$ cat config.mk
export PLATFORM = sky130hd
export DESIGN_NAME = muldiv_unit
export DESIGN_NICKNAME = d
export VERILOG_FILES = /design/src/rtl/muldiv_unit.sv
export SDC_FILE = /design/constraint.sdc
export NUM_CORES = 1
export LEC_CHECK = 0
export BUFFER_PORTS_ARGS = -buffer_cell sky130_fd_sc_hd__buf_2
export CAP_MARGIN = 20
export CORE_ASPECT_RATIO = 1.25
export CORE_MARGIN = 8
export CORE_UTILIZATION = 63
export CTS_CLUSTER_DIAMETER = 100
export DETAILED_ROUTE_END_ITERATION = 8
export GPL_TIMING_DRIVEN = 0
export MAX_ROUTING_LAYER = met4
export PLACE_DENSITY = 0.94
export SETUP_SLACK_MARGIN = 0.02
export SKIP_LAST_GASP = 1
export SLEW_MARGIN = 20
export SYNTH_ARGS = -nofsm -noshare
export SYNTH_HDL_FRONTEND = slang
export SYNTH_SLANG_ARGS = --single-unit
$ cat constraint.sdc
create_clock -name clk -period 6.7 [get_ports clk]
set_input_delay 1.34 -clock clk [delete_from_list [all_inputs] [get_ports clk]]
set_output_delay 1.34 -clock clk [all_outputs]
set_load 0.01 [all_outputs]
$ cat src/rtl/muldiv_unit.sv
// Iterative RV32M multiply/divide: 33 cycles accept-to-done (special divides finish at accept).
// No input queueing: start is only sampled in IDLE; busy stalls the pipeline while computing.
module muldiv_unit #(
   parameter int XLEN = 32
) (
   input  logic            clk,
   input  logic            reset,
   input  logic            start,
   input  logic            kill,
   input  logic [2:0]      funct3,
   input  logic [XLEN-1:0] srcA,
   input  logic [XLEN-1:0] srcB,
   output logic            busy,
   output logic            done,
   output logic [XLEN-1:0] result
);

   localparam int CW = $clog2(XLEN);
   localparam logic [XLEN-1:0] MIN_NEG = {1'b1, {(XLEN-1){1'b0}}};

   typedef enum logic [1:0] {IDLE, CALC, FIX, DONE} state_t;

   state_t          state;
   logic [CW-1:0]   cnt;
   logic [2:0]      op_f3;
   logic [2*XLEN-1:0] acc;
   logic [XLEN-1:0] rem;
   logic [XLEN-1:0] opnd;
   logic            neg_q;
   logic            neg_r;

   logic            a_signed, b_signed, a_neg, b_neg;
   logic            is_div_req, div_zero, div_ovf, special;
   logic [XLEN-1:0] mag_a, mag_b, special_res;

   assign a_signed   = ~(funct3[0] & (funct3[1] | funct3[2]));
   assign b_signed   = a_signed & (funct3 != 3'b010);
   assign a_neg      = a_signed & srcA[XLEN-1];
   assign b_neg      = b_signed & srcB[XLEN-1];
   assign mag_a      = a_neg ? -srcA : srcA;
   assign mag_b      = b_neg ? -srcB : srcB;
   assign is_div_req = funct3[2];
   assign div_zero   = is_div_req & (srcB == '0);
   assign div_ovf    = is_div_req & ~funct3[0] & (srcA == MIN_NEG) & (srcB == '1);
   assign special    = div_zero | div_ovf;

   // REM* of a zero divisor returns the dividend; overflow REM returns 0.
   always_comb begin
      special_res = '0;
      if (div_zero)
         special_res = funct3[1] ? srcA : '1;
      else if (div_ovf)
         special_res = funct3[1] ? '0 : MIN_NEG;
   end

   // Multiply step: add multiplicand into the high half when the current multiplier bit is set.
   logic [XLEN:0]     mul_sum;
   logic [2*XLEN-1:0] mul_next;
   assign mul_sum  = {1'b0, acc[2*XLEN-1:XLEN]} + (acc[0] ? {1'b0, opnd} : '0);
   assign mul_next = {mul_sum, acc[XLEN-1:1]};

   // Divide step: quotient bits shift in at acc[0] while dividend bits leave from the top.
   logic [XLEN:0]   div_shift;
   logic            div_ge;
   logic [XLEN-1:0] div_diff;
   assign div_shift = {rem, acc[XLEN-1]};
   assign div_ge    = div_shift[XLEN] | (div_shift[XLEN-1:0] >= opnd);
   assign div_diff  = div_shift[XLEN-1:0] - opnd;

   logic [2*XLEN-1:0] prod_fix;
   logic [XLEN-1:0]   quo_fix, rem_fix, fix_res;

   always_comb begin
      prod_fix = neg_q ? -acc : acc;
      quo_fix  = neg_q ? -acc[XLEN-1:0] : acc[XLEN-1:0];
      rem_fix  = neg_r ? -rem : rem;
      fix_res  = '0;
      if (op_f3[2])
         fix_res = op_f3[1] ? rem_fix : quo_fix;
      else if (op_f3[1:0] == 2'b00)
         fix_res = prod_fix[XLEN-1:0];
      else
         fix_res = prod_fix[2*XLEN-1:XLEN];
   end

   always_ff @(posedge clk or posedge reset) begin
      if (reset) begin
         state  <= IDLE;
         cnt    <= '0;
         busy   <= 1'b0;
         done   <= 1'b0;
         result <= '0;
         op_f3  <= '0;
         acc    <= '0;
         rem    <= '0;
         opnd   <= '0;
         neg_q  <= 1'b0;
         neg_r  <= 1'b0;
      end else if (kill) begin
         state <= IDLE;
         cnt   <= '0;
         busy  <= 1'b0;
         done  <= 1'b0;
      end else begin
         case (state)
            IDLE: begin
               done <= 1'b0;
               if (start) begin
                  op_f3 <= funct3;
                  neg_q <= a_neg ^ b_neg;
                  neg_r <= a_neg;
                  cnt   <= '0;
                  rem   <= '0;
                  opnd  <= is_div_req ? mag_b : mag_a;
                  acc   <= {{XLEN{1'b0}}, (is_div_req ? mag_a : mag_b)};
                  if (special) begin
                     result <= special_res;
                     done   <= 1'b1;
                     state  <= DONE;
                  end else begin
                     busy  <= 1'b1;
                     state <= CALC;
                  end
               end
            end
            CALC: begin
               if (op_f3[2]) begin
                  acc[XLEN-1:0] <= {acc[XLEN-2:0], div_ge};
                  rem           <= div_ge ? div_diff : div_shift[XLEN-1:0];
               end else begin
                  acc <= mul_next;
               end
               cnt <= cnt + 1'b1;
               if (cnt == CW'(XLEN-1))
                  state <= FIX;
            end
            FIX: begin
               result <= fix_res;
               busy   <= 1'b0;
               done   <= 1'b1;
               state  <= DONE;
            end
            DONE: begin
               done  <= 1'b0;
               state <= IDLE;
            end
            default: state <= IDLE;
         endcase
      end
   end

endmodule

; ---- Word-level counts from Yosys, hierarchy flattened
; Cells that the tools add are included.
[word_totals]
ff_bits = 174
input_bits = 71
wordCells = 108
[op_classes]
addsub = 8
magnitude_cmp = 1
eq_ne = 14
muxes = 42
bitwise = 15
reduce_logical = 16
[ops]
columns = operator, count
row1 = $mux 32, 21
row2 = $mux 64, 2
row3 = $neg 32->32, 4
row4 = $pmux 32 s2, 2
row5 = $pmux 64 s2, 1
row6 = $eq 32x32->1 const B, 2
row7 = $neg 64->64, 1
row8 = $add 32x32->33, 1
row9 = $ge 32x32->1, 1
row10 = $logic_not 32->1, 1
row11 = $sub 32x32->32, 1
row12 = $reduce_and 4->1, 3
row13 = $mux 5, 2
row14 = $pmux 5 s2, 1
row15 = $ne 3x3->1 const B, 3
row16 = $reduce_and 3->1, 3
row17 = $and 1x1->1, 8
row18 = $mux 2, 4
row19 = $ne 2x2->1 const B, 4
row20 = $pmux 2 s4, 1
row21 = $mux 1, 6
row22 = $reduce_bool 3->1, 2
row23 = $add 5x1->5 const B, 1
row24 = $eq 5x5->1 const B, 1
row25 = 12 further kinds, 20

; ---- Longest topological paths before layout
[logic_depth]
depth_word = 9
ltp_mapped = 15
depth_no_buf = 13

; ---- Least setup slack after synthesis
; No wires, ideal clock.
[synth_path]
kind = input to register
startpoint = input srcB[1]
endpoint = register result[29]
setup_time_ps = 139
arrival_ps = 4313
path_slack_ps = 2248
cell_stages = 14
n_path_buf = 3
path_cell_list = inv_1 > ha_1 > or4b_1 > or4_1 > buf_2 > nor4_1 > nand3b_1 > o21a_1 > nand2b_1 > a211o_1 > buf_2 > clkbuf_1 > nand2_1 > o221ai_1
[synth_via]
elab_chain_cells = 7
elab_cells_between_ends = 12
cone_classes = eq/ne: 2 / mux: 5 / bitwise: 3 / reduce/logical: 2
[synth_lines]
columns = item, line_no
row1 = start: declaration, 12  ; input logic [XLEN-1:0] srcB,
row2 = $eq 32x32->1, 44  ; assign div_ovf = is_div_req & ~funct3[0] & (srcA == MIN_NEG) & (srcB == '1);
row3 = $and 1x1->1, 44
row4 = $mux 32, 52  ; else if (div_ovf)
row5 = $mux 32, 50  ; if (div_zero)
row6 = $mux 32, 116  ; if (special) begin
row7 = $mux 32, 108  ; if (start) begin
row8 = $pmux 32 s2, 105  ; case (state)
row9 = end signal: assignment, 117  ; result <= special_res;
row10 = end signal: assignment, 138  ; result <= fix_res;
row11 = end: declaration, 15  ; output logic [XLEN-1:0] result
; Several ways; a longest one is shown, not always the timed one. The select of a mux whose other input is x is not followed.
; A chain may end at the register's enable or synchronous reset.

; ---- Final worst setup path
[layout_path]
startpoint = input srcB[0]
endpoint = register result[0]
; Same word-level chain as after synthesis.

==> metrics <==
outcome=completed; number of buffers inserted by port buffering=103; max-slew violations=0; crit path kind=input port to register; antenna-violating nets left=0; Total Power=6.93 mW; clock transition at the registers of the reported paths=0.07 ns; Vert. Die Dim=193 µm; total half-perimeter wirelength after legalization and detailed placement=51100 µm; final layout net count=2302; max-capacitance violation count=0; Yosys reg bits=174; Place WS=1.37 ns; per-instance average area after synthesis=7.74 µm²; final worst-path cycle share=0.753; area enclosed by the die boundary=30300 µm²; I/O pins=105; commonest cells after routing, fill and taps aside=241 x sky130_fd_sc_hd__o21ai_0, 235 x sky130_fd_sc_hd__nand2_1, 190 x sky130_fd_sc_hd__nor2_1; worst slew margin relative to its limit=0.215; worst-case clock skew=0.0116 ns; synthesized instance count=2031; post-synthesis sequential area ratio=0.277; fraction of final layout cells with drive strength greater than 1=0.0955; maximum number of pins on one net before global-route repair=110; DR DRC count=0; core area=24500 µm²; class of the worst hold path=register to register; DRC violation total after the first TritonRoute iteration=2266; worst path arrival time=5.36 ns; via density per instance=6.93; slack of the critical path=1.65 ns; initial antenna violation count=3; Area growth, synth to finish=9.73%; number of fill cells=2048; global placer's final weighted congestion=1.15; site row count=64; static leakage=7.54 nW; total number of vias=17300; hold-fix buffers at CTS=0; sum of overflow across all layers after global routing=0; chip width=157 µm; kind of end point of the critical path=register; data required time at the worst endpoint=7.01 ns; number of H-tree branching levels=4; Critical Path Fanout Max=10; Setup Buffers After CTS=0; detailed-router iteration count before antenna repair=9; clock latency of the later-clocked register in the worst-skew pair=0.46 ns; slew at the pin with the worst max-slew slack=1.18 ns; initial core utilization=0.642; maximum number of buffers from clock root to sink=2; wire length after detailed routing=66000 µm; unrepaired setup endpoints after global routing=no; post-route minimum period=5.05 ns; Synth Cell Area=15700 µm²; final setup violating endpoints=0; Worst VDD drop=0.211 mV; wire length of the first global-routing pass=99000 µm; count of flip-flops with a built-in enable after synthesis=0; Setup crit start kind=input port; power density over the cells=402 nW/µm²; GRT Total Usage=0.451; Routed WL per cell=26.4 µm; most frequent standard cell in the layout excluding fill and tap cells=sky130_fd_sc_hd__o21ai_0; Fmax achieved=198 MHz; yosys warns=0; number of unique standard cell types used by synthesis=78; FFs w/ async S/R, synth=1.00; number of clock sinks=174; total cell area at the placement stage=16700 µm²; clock buffer count from CTS=17; count of instances resized after the clock tree is built=0; commonest register cell after synthesis=sky130_fd_sc_hd__dfrtp_1; CTS tree=built; vias in the first global route=16700; Net Count, Synth=2179; Non-Filler Cell Area, Final=17300 µm²; Final Hold Vio Count=0; cell chosen for the clock root=sky130_fd_sc_hd__clkbuf_16
metrics by stage:
step / util / hold WS (ns) / std cells / TNS (ns)
after floorplan: - / 0.450 / 2031 / 0
after global placement: 0.680 / 0.460 / 2464 / -206.13
after detailed placement: 0.681 / 0.461 / 2465 / 0
after CTS: 0.704 / 0.477 / 2497 / 0
after global routing: 0.704 / 0.488 / 2498 / 0
final: 0.704 / 0.478 / 2499 / 0
logic make-up (layout without fill, tap and decap cells):
family | count (synthesis) | in the layout | synth area share
XOR/XNOR | 199 | 199 | 0.111
AND/OR/NAND/NOR | 638 | 638 | 0.189
other | 0 | 2 | 0
flip-flops | 174 | 174 | 0.277
buffers and inverters | 185 | 321 | 0.0472
AO/OA/AOI/OAI | 700 | 700 | 0.274
adder cells (fa/ha/maj) | 77 | 77 | 0.0622
multiplexers | 58 | 58 | 0.0395
synth_stat cells (all sizes together), types with 18 or more instances:
cell type    n  area [µm²]
buf         18         115
o31ai       51         388
o211ai      24         180
nor3        30         155
a211oi      37         283
nand2      235         882
a21oi      170         851
or3         26         173
a21o        24         180
nand3       19        95.1
xnor2      102         893
ha          75         938
dfrtp      174        4350
nand2b      20         125
mux2        32         360
inv         66         248
o21ai      250        1250
o41ai       23         224
clkbuf     100         375
or4         28         225
xor2        97         850
nor2       191         719
mux2i       26         260
flip-flops by register name (all words and copies together) (netlist names):
signal and flops:
neg_q 1, opnd 32, cnt 5, state 2
done 1, rem 32, result 32, busy 1
neg_r 1, acc 64, op_f3 3
worst paths after layout:
path,startpoint,endpoint,slack [ns],cells past startpoint
setup / recovery,srcB[0],result[0],1.65,14
hold reg to reg,result[31],result[31],0.48,1
hold / removal,result[31],result[31],0.48,1
min in group asynchronous,reset,acc[62],0.91,2
max in group asynchronous,reset,opnd[12],4.87,3
setup reg to reg,acc[0],result[14],1.86,15
layer usage:
metal	wire length (µm)	part of all wire	vias up	global-route usage
li1	-	-	7596	-
met4	6120	0.093	0	0.366
met5	0	0	-	-
met3	6850	0.10	341	0.0977
met2	29800	0.45	1317	0.690
met1	23300	0.35	8074	0.503
where the power goes:
part | total (mW) | internal (mW) | switching, mW
logic | 4.10 | 1.35 | 2.75
registers | 1.82 | 1.37 | 0.452
clock network | 1.01 | 0.521 | 0.484
total | 6.93 | 3.24 | 3.69
area by class of cell:
cell class | count | area, µm² | share of cell area
sequential | 174 | 4350 | 0.252
tap | 330 | 413 | 0.0239
antenna | 2 | 5.00 | 0.000290
multi-input combinational | 1672 | 10600 | 0.616
buffer | 118 | 490 | 0.0284
inverter | 67 | 259 | 0.0150
clock buffer | 19 | 433 | 0.0251
clock inverter | 13 | 129 | 0.00747
timing repair buffer | 104 | 543 | 0.0315
critical path, stage by stage:
cell	delay, ns
sky130_fd_sc_hd__buf_2	0.15
sky130_fd_sc_hd__inv_1	0.07
sky130_fd_sc_hd__ha_1	0.17
sky130_fd_sc_hd__or4b_1	0.53
sky130_fd_sc_hd__or4_1	0.53
sky130_fd_sc_hd__buf_2	0.20
sky130_fd_sc_hd__nor4_1	0.39
sky130_fd_sc_hd__nand3b_1	0.34
sky130_fd_sc_hd__o21a_1	0.28
sky130_fd_sc_hd__nand2b_1	0.23
sky130_fd_sc_hd__a211o_1	0.30
sky130_fd_sc_hd__buf_2	0.19
sky130_fd_sc_hd__clkbuf_1	0.23
sky130_fd_sc_hd__o21ai_0	0.40
Power figures use the tool's default switching activity.
